==> config.mk <==
export PLATFORM = sky130hd
export DESIGN_NAME = pipe_ctrl
export DESIGN_NICKNAME = d
export VERILOG_FILES = /design/src/rtl/pipe_ctrl.sv
export SDC_FILE = /design/constraint.sdc
export NUM_CORES = 1
export LEC_CHECK = 0
export ABC_AREA = 1
export BUFFER_PORTS_ARGS = -buffer_cell sky130_fd_sc_hd__buf_2
export CAP_MARGIN = 20
export CORE_ASPECT_RATIO = 2
export CORE_MARGIN = 2
export CORE_UTILIZATION = 57
export CTS_CLUSTER_DIAMETER = 100
export DETAILED_ROUTE_END_ITERATION = 10
export PLACE_DENSITY = 0.85
export SLEW_MARGIN = 25
export SYNTH_ARGS = -nofsm -noshare
export SYNTH_HDL_FRONTEND = slang
export SYNTH_SLANG_ARGS = --single-unit
==> constraint.sdc <==
create_clock -name clk -period 4.6 [get_ports clk]
set_clock_uncertainty 0.2 [all_clocks]
set_input_delay 0.23 -clock clk [delete_from_list [all_inputs] [get_ports clk]]
set_output_delay 0.23 -clock clk [all_outputs]
set_load 0.02 [all_outputs]
==> src/rtl/pipe_ctrl.sv <==
// pipe_ctrl: central pipeline controller for the 5-stage core.
// Merges per-stage stall requests into the stall vector, sequences
// exception/eret redirection (defer while MEM waits, freeze one cycle,
// flush one cycle with the new fetch address) and keeps a saturating
// stalled-cycle counter.
module pipe_ctrl #(
    parameter logic [31:0] EXC_VECTOR = 32'h00000040,
    parameter int          CNT_W      = 32
) (
    input  logic             clk,
    input  logic             rst,
    input  logic             stallreq_if,
    input  logic             stallreq_id,
    input  logic             stallreq_ex,
    input  logic             stallreq_mem,
    input  logic             exc_valid_i,
    input  logic [4:0]       exc_type_i,
    input  logic [31:0]      exc_epc_i,
    input  logic             cnt_clr_i,
    output logic [5:0]       stall,
    output logic             flush,
    output logic [31:0]      new_pc,
    output logic [CNT_W-1:0] stall_cnt
);

    typedef enum logic [1:0] {
        ST_RUN    = 2'd0,
        ST_PEND   = 2'd1,
        ST_FREEZE = 2'd2,
        ST_FLUSH  = 2'd3
    } state_t;

    localparam logic [4:0]       EXC_ERET = 5'h0e;
    localparam logic [CNT_W-1:0] CNT_MAX  = {CNT_W{1'b1}};
    localparam logic [CNT_W-1:0] CNT_ONE  = {{(CNT_W-1){1'b0}}, 1'b1};

    state_t           state_q, state_d;
    logic [4:0]       type_q, type_d;
    logic [31:0]      epc_q, epc_d;
    logic [31:0]      new_pc_q, new_pc_d;
    logic [CNT_W-1:0] stall_cnt_q, stall_cnt_d;
    logic [5:0]       base_stall_s;
    logic [5:0]       stall_s;

    // Base stall vector from stage requests; the oldest stalling stage wins.
    always_comb begin
        if (stallreq_mem) begin
            base_stall_s = 6'b011111;
        end else if (stallreq_ex) begin
            base_stall_s = 6'b001111;
        end else if (stallreq_id) begin
            base_stall_s = 6'b000111;
        end else if (stallreq_if) begin
            base_stall_s = 6'b000011;
        end else begin
            base_stall_s = 6'b000000;
        end
    end

    // Redirect FSM next-state, exception latch and stall vector selection.
    always_comb begin
        state_d  = state_q;
        type_d   = type_q;
        epc_d    = epc_q;
        new_pc_d = new_pc_q;
        stall_s  = base_stall_s;
        case (state_q)
            ST_RUN: begin
                if (exc_valid_i) begin
                    type_d  = exc_type_i;
                    epc_d   = exc_epc_i;
                    state_d = stallreq_mem ? ST_PEND : ST_FREEZE;
                end else begin
                    state_d = ST_RUN;
                end
            end
            ST_PEND: begin
                // The first latched exception holds; new requests are dropped.
                if (!stallreq_mem) begin
                    state_d = ST_FREEZE;
                end else begin
                    state_d = ST_PEND;
                end
            end
            ST_FREEZE: begin
                stall_s = 6'b111111;
                state_d = ST_FLUSH;
                // Load the redirect target now so it is a flop output in FLUSH.
                if (type_q == EXC_ERET) begin
                    new_pc_d = epc_q;
                end else begin
                    new_pc_d = EXC_VECTOR;
                end
            end
            ST_FLUSH: begin
                stall_s = 6'b000000;
                state_d = ST_RUN;
            end
            default: begin
                state_d = ST_RUN;
            end
        endcase
        // Nothing is held while reset is asserted.
        if (rst) begin
            stall_s = 6'b000000;
        end else begin
            stall_s = stall_s;
        end
    end

    // Stalled-cycle counter: clear beats increment, saturates at all-ones.
    always_comb begin
        stall_cnt_d = stall_cnt_q;
        if (cnt_clr_i) begin
            stall_cnt_d = {CNT_W{1'b0}};
        end else if (stall_s[0] && (stall_cnt_q != CNT_MAX)) begin
            stall_cnt_d = stall_cnt_q + CNT_ONE;
        end else begin
            stall_cnt_d = stall_cnt_q;
        end
    end

    // State, latch and counter registers with synchronous reset.
    always_ff @(posedge clk) begin
        if (rst) begin
            state_q     <= ST_RUN;
            type_q      <= 5'h00;
            epc_q       <= 32'h00000000;
            new_pc_q    <= 32'h00000000;
            stall_cnt_q <= {CNT_W{1'b0}};
        end else begin
            state_q     <= state_d;
            type_q      <= type_d;
            epc_q       <= epc_d;
            new_pc_q    <= new_pc_d;
            stall_cnt_q <= stall_cnt_d;
        end
    end

    assign stall     = stall_s;
    assign flush     = (state_q == ST_FLUSH);
    assign new_pc    = new_pc_q;
    assign stall_cnt = stall_cnt_q;

endmodule

Word level (Yosys, flattened, before mapping)

Index checks and enable logic that the tools add are counted.

Add/subtract/negate cells: 1
Equal/unequal tests: 5
Muxes and demuxes: 10
Reductions and logical operators: 4

Operator list:

| kind                  | number |
|---|---|
| $add 32x1->32 const B | 1 |
| $mux 32               | 1 |
| $ne 32x32->1 const B  | 1 |
| $pmux 6 s2            | 1 |
| $pmux 2 s4            | 1 |
| $mux 2                | 3 |
| $mux 6                | 1 |
| $eq 5x4->1 const B    | 1 |
| $mux 5                | 1 |
| $eq 2x2->1 const B    | 2 |
| $mux 4                | 1 |
| $mux 3                | 1 |
| $eq 2x1->1 const B    | 1 |
| $logic_not 2->1       | 1 |
| $reduce_and 2->1      | 1 |
| $reduce_or 2->1       | 1 |
| $logic_and 1x1->1     | 1 |

Bits in registers: 103
Input bits: 45
Output and inout bits: 71

Longest topological paths before layout

Word-level depth: 7
Gate-level depth with buffers: 11

Worst setup path after synthesis

Ideal clock, no wire load.

Path kind: reg2reg
From: register stall_cnt_q[1], in the netlist stall_cnt[1]
To: register stall_cnt_q[12], in the netlist stall_cnt[12]
Arrival time: 1.606 ns
Data required time: 4.258 ns
Setup slack: 2.652 ns
Stages on the path, launching flop included: 12
Buffers on the path: 1
Clock period less this slack: 1.948 ns
Cells stage by stage: dfxtp_1 ha_1 nand2_1 nor2_4 nand2_4 nor2_4 nand2_2 nand2_4 inv_2 buf_6 nand2_1 a21oi_2

Longest elaborated chain between the ends: 2

RTL lines:

| element                                                               | line | RTL |
|---|---|---|
| start: declaration                                                    | 41   | `logic [CNT_W-1:0] stall_cnt_q, stall_cnt_d;` |
| start signal: assignment                                              | 130  | `stall_cnt_q <= {CNT_W{1'b0}};` |
| start signal: assignment                                              | 136  | `stall_cnt_q <= stall_cnt_d;` |
| parallel branches: the longest is 2 deep, another holds $add 32x1->32 | -    |  |

Parallel ways; which one is timed is not known.
A chain may end at the register's enable or synchronous reset.

Worst setup path in the final report

From: register state_q[1]
To: output port stall[5]

Longest elaborated chain between the ends: 3

RTL lines:

| element                  | line | RTL |
|---|---|---|
| start: declaration       | 37   | `state_t state_q, state_d;` |
| start signal: assignment | 132  | `state_q <= state_d;` |
| $eq 2x2->1               | 67   | `case (state_q)` |
| $pmux 6 s2 (*)           | 67   |  |
| $mux 6 (*)               | 104  | `if (rst) begin` |
| end: declaration         | 20   | `output logic [5:0] stall,` |

Mark *: on every way between the ends. The rest lies on a longest branch, timed or not.

==> out/results.txt <==
The run finished with clean final reports. The logs give 1.95 ns for the arrival time at the worst endpoint and 46 for the number of rows created at floorplan. The clock network fraction of design power is 0.364, and the violation count after the first detailed-route iteration is 274.

The clock net in this run drives a total of 103 sinks. The tree is rooted in a sky130_fd_sc_hd__clkbuf_16. The switching power as a share of total power was 0.2893. In the final routed layout, each cell accounts on average for 15.63 µm. The weighted congestion reported at the end of routability-driven placement was 0.9107; the via count of the first global-routing pass was 4896. The initial antenna violation count was 0.

After the last flow step, the layout net total stands at 849. Worst flop-to-flop path endpoint: state_q[0]. Share of cells above drive strength 1: 0.2141.

Mean instance size in the synthesized netlist: 6.959 µm². For the detailed-route DRC error count, the log shows 0. The vertical extent of the die is 131.8 µm. The leading register cell type out of synthesis was sky130_fd_sc_hd__dfxtp_1.

Counting flops with a built-in enable in the synthesized netlist gives 0. The most common cell in the synthesized netlist is sky130_fd_sc_hd__nand2_1. Clock-pin slew was measured on the worst setup and hold paths at 0.07 ns. Maximum clock insertion buffer count: 2. The tools report the origin of the worst min-delay path as exc_epc_i[6]. Compared with the post-synthesis result, the final layout area differs by 26.98%. The share of the cycle needed by the critical path after routing works out to 0.5183.

For the pin with the worst max-slew slack, the measured transition is 0.8676 ns. For this run, the detailed router's first-pass iteration total came to 5. Across all register-to-register paths, the minimum setup slack is 2.32 ns.

Sorting the synthesized cells by area gives the leading types as sky130_fd_sc_hd__dfxtp_1 44%, sky130_fd_sc_hd__nand2_1 14%, sky130_fd_sc_hd__nor2_1 11%. Walking the worst path, the cells encountered are inv_1 -> nor2_4 -> buf_12 -> nand2_1 -> inv_1 -> buf_2. For this run, the top clock speed supported by timing is 419.4 MHz. The net count after synthesis is 715.

Across the run, the number of max-cap violations was 0. The run gives 0 as the final count of pins violating max slew. The delay contributed by the slowest stage of the critical path was 0.42 ns. The synthesized design contains 103 register bits. The via count is 4994. The synthesized design spends more area on one cell type than any other, namely sky130_fd_sc_hd__dfxtp_1.

Setup violations remaining at the end of the flow were counted as 0. The die width is 67.91 µm, and the logic gate share of total power is 0.153. The logs give 0.3269 for the overall fraction of global-route tracks in use and 0 for the overflow left after global routing. The peak supply drop is 0.2937 mV.

STA classifies the critical path endpoint as an output port. With fillers left out, the area of the finished cells amounts to 0.005912 mm². Among the stages of the critical path, the cell type that occurs most often is sky130_fd_sc_hd__inv_1. TritonCTS built the clock tree. The via count normalized by instance count came out at 5.524.

In the synthesized netlist, the cells that appear most often are 170 x sky130_fd_sc_hd__nand2_1, 135 x sky130_fd_sc_hd__nor2_1, 103 x sky130_fd_sc_hd__dfxtp_1, 72 x sky130_fd_sc_hd__o21ai_0, 48 x sky130_fd_sc_hd__a21oi_1. Once the clock tree was built, the resizer swapped 0 gates to a different size. Counting distinct cell types in the post-synthesis netlist gives 27. The number of clock buffers inserted by TritonCTS was 9; the starting density of the core was 0.5862. STA puts the critical path data required time at 4.17 ns. Counting instances, the worst hold path has a depth of 3. The worst hold path terminates at epc_q[6]. Startpoint of the worst register-to-register path: state_q[1]. The run gives 0 as the post-CTS setup-driven buffer insertion count.

For this run, the number of Yosys warnings is 0. The tools report the net switching power figure as 601.6 µW. The layout has 548 filler cells. Internal power comes to 1.478 mW. The number of H-tree levels was 3.

The critical path is of the reg2out type. The class of the tightest hold or removal check was in2reg. The logs give 0.4210 for the tightest slew margin relative to the limit and 22.26 mm for the wire length of the first global-routing pass.

The sequential group share of total power was 0.483. The later pin in the worst-skew pair is clocked with a latency of 0.34 ns. The areal power density over the cells is 351.8 mW/mm², and the post-synthesis cell count is 669.

The count of buffers added on input and output ports is 115. For the finished layout, the period the worst path requires is 2.384 ns. The placeable core region is 0.007943 mm², and the remaining antenna violation count after routing is 0. Maximum number of pins on one net before global-route repair: 73. The run gives 904 as the non-filler instance count after layout. The wire-length estimate of the detail-placed layout is 8.828 mm. For this design the top-level I/O count stands at 116. The number of antenna diodes in the final layout is 0. For the sequential share of the synthesized area, the log shows 0.4429. The run gives 0 as the final-report hold violation count.

The total placed cells including tap cells came out at 851. Setup repair after global routing left no endpoint under its margin. Power comes to 2.080 mW. The total die area is 0.008951 mm².

The number of cells on the worst reg-to-reg path is 6. Once placement finished, the instance area stood at 0.005241 mm². For the leakage power of the design, the log shows 2.515 nW.

Among all stages on the critical path, the largest delay is contributed by sky130_fd_sc_hd__nor2_4. Share of flip-flops with an asynchronous set or reset: 0. Summing all flip-flop and latch instances after layout gives 0.002062 mm². Summed over all failing endpoints, the final setup total negative slack is 0 ns.

The area share of the largest cell type after synthesis was 0.4429. The nature of the critical path startpoint was a flop. The mapped cell area was 0.004656 mm²; the final routed wirelength across all metal layers was 14.13 mm. The maximum fanout along the worst path was 41; the area of the multi-input gates was 0.002305 mm².
-- per-stage QoR --
stage / setup slack, ns / hold slack [ns] / utilization
CTS: 2.118 / 0.0003777 / 0.7440
global route: 2.083 / 0.02303 / 0.7443
finish: 2.216 / 0.01378 / 0.7443
global placement: 2.332 / 0.2430 / 0.6574
detailed placement: 2.226 / 0.2557 / 0.6599
floorplan: 2.652 / 0.1788 / -
-- cells in the final DEF, fill, tap and decap left out, types with 3 or more instances in the layout --
master	netlist	routed
sky130_fd_sc_hd__nand2_1	170	169
sky130_fd_sc_hd__nor2_1	135	134
sky130_fd_sc_hd__buf_2	0	115
sky130_fd_sc_hd__dfxtp_1	103	103
sky130_fd_sc_hd__o21ai_0	72	72
sky130_fd_sc_hd__a21oi_1	48	48
sky130_fd_sc_hd__dlygate4sd3_1	0	37
sky130_fd_sc_hd__inv_1	34	34
sky130_fd_sc_hd__nand3_1	16	16
sky130_fd_sc_hd__a21oi_2	14	14
sky130_fd_sc_hd__xor2_1	10	10
sky130_fd_sc_hd__clkbuf_16	0	9
sky130_fd_sc_hd__nor2_2	7	7
sky130_fd_sc_hd__nand3_2	5	5
sky130_fd_sc_hd__nor2_4	3	4
sky130_fd_sc_hd__nand2_2	3	4
sky130_fd_sc_hd__xnor2_1	4	4
sky130_fd_sc_hd__buf_4	1	3
-- area by class of cell --
cell class | count | share of cell area
clock buffer | 11 | 0.04275
clock inverter | 5 | 0.007619
inverter | 37 | 0.02349
multi-input combinational | 496 | 0.3898
sequential | 103 | 0.3488
tap | 96 | 0.02032
timing repair buffer | 156 | 0.1672
-- layer usage --
metal	vias up	global-route usage	routed length, µm
met5	-	0	0
met4	0	0.2211	934
met3	70	0.05978	806
met2	242	0.5953	7624
met1	2299	0.3093	4761
li1	2383	-	-
-- worst max-delay path: cells and delay by family (launching register included) --
| kind | cells | cell delay, ns |
|---|---|---|
| buffers and inverters | 4 | 0.67 |
| and+or+nand+nor | 2 | 0.54 |
| DFF | 1 | 0.40 |
-- power groups by stage --
stage	registers, mW	clock network (mW)	logic [mW]
floorplan	1.05	0	0.152
finish	1.00	0.757	0.318
global placement	1.02	0	0.260
detailed placement	1.02	0	0.273
CTS	0.999	0.764	0.300
global route	1.01	0.795	0.345
-- cell families after synthesis --
| kind of cell | synth area share |
|---|---|
| flops | 0.4429 |
| xor+xnor | 0.02634 |
| buf+inv | 0.06530 |
| simple gates | 0.3050 |
| fa+ha+maj | 0.002687 |
| compound gates | 0.1578 |
-- registers in the layout (all words and copies together) (netlist names) --
name	cells
state_q	2
type_q	5
new_pc	32
epc_q	32
stall_cnt	32
-- how the worst max path moves through the flow --
stage / start / cells past startpoint / slack (ns) / endpoint
4_1_cts: exc_valid_i / 7 / 2.12 / epc_q[4]
5_1_grt: state_q[1] / 6 / 2.08 / stall[5]
3_3_place_gp: state_q[0] / 6 / 2.33 / epc_q[27]
6_report: state_q[1] / 6 / 2.22 / stall[5]
3_5_place_dp: state_q[0] / 6 / 2.23 / epc_q[31]
2_1_floorplan: stall_cnt[1] / 11 / 2.65 / stall_cnt[12]
-- repair_timing --
item                                    CTS  global route
hold buffers                             37             0
endpoints found under the hold margin    36             0
endpoints found under the setup margin    0             0
Note: power is estimated with default switching activity, not from simulation.
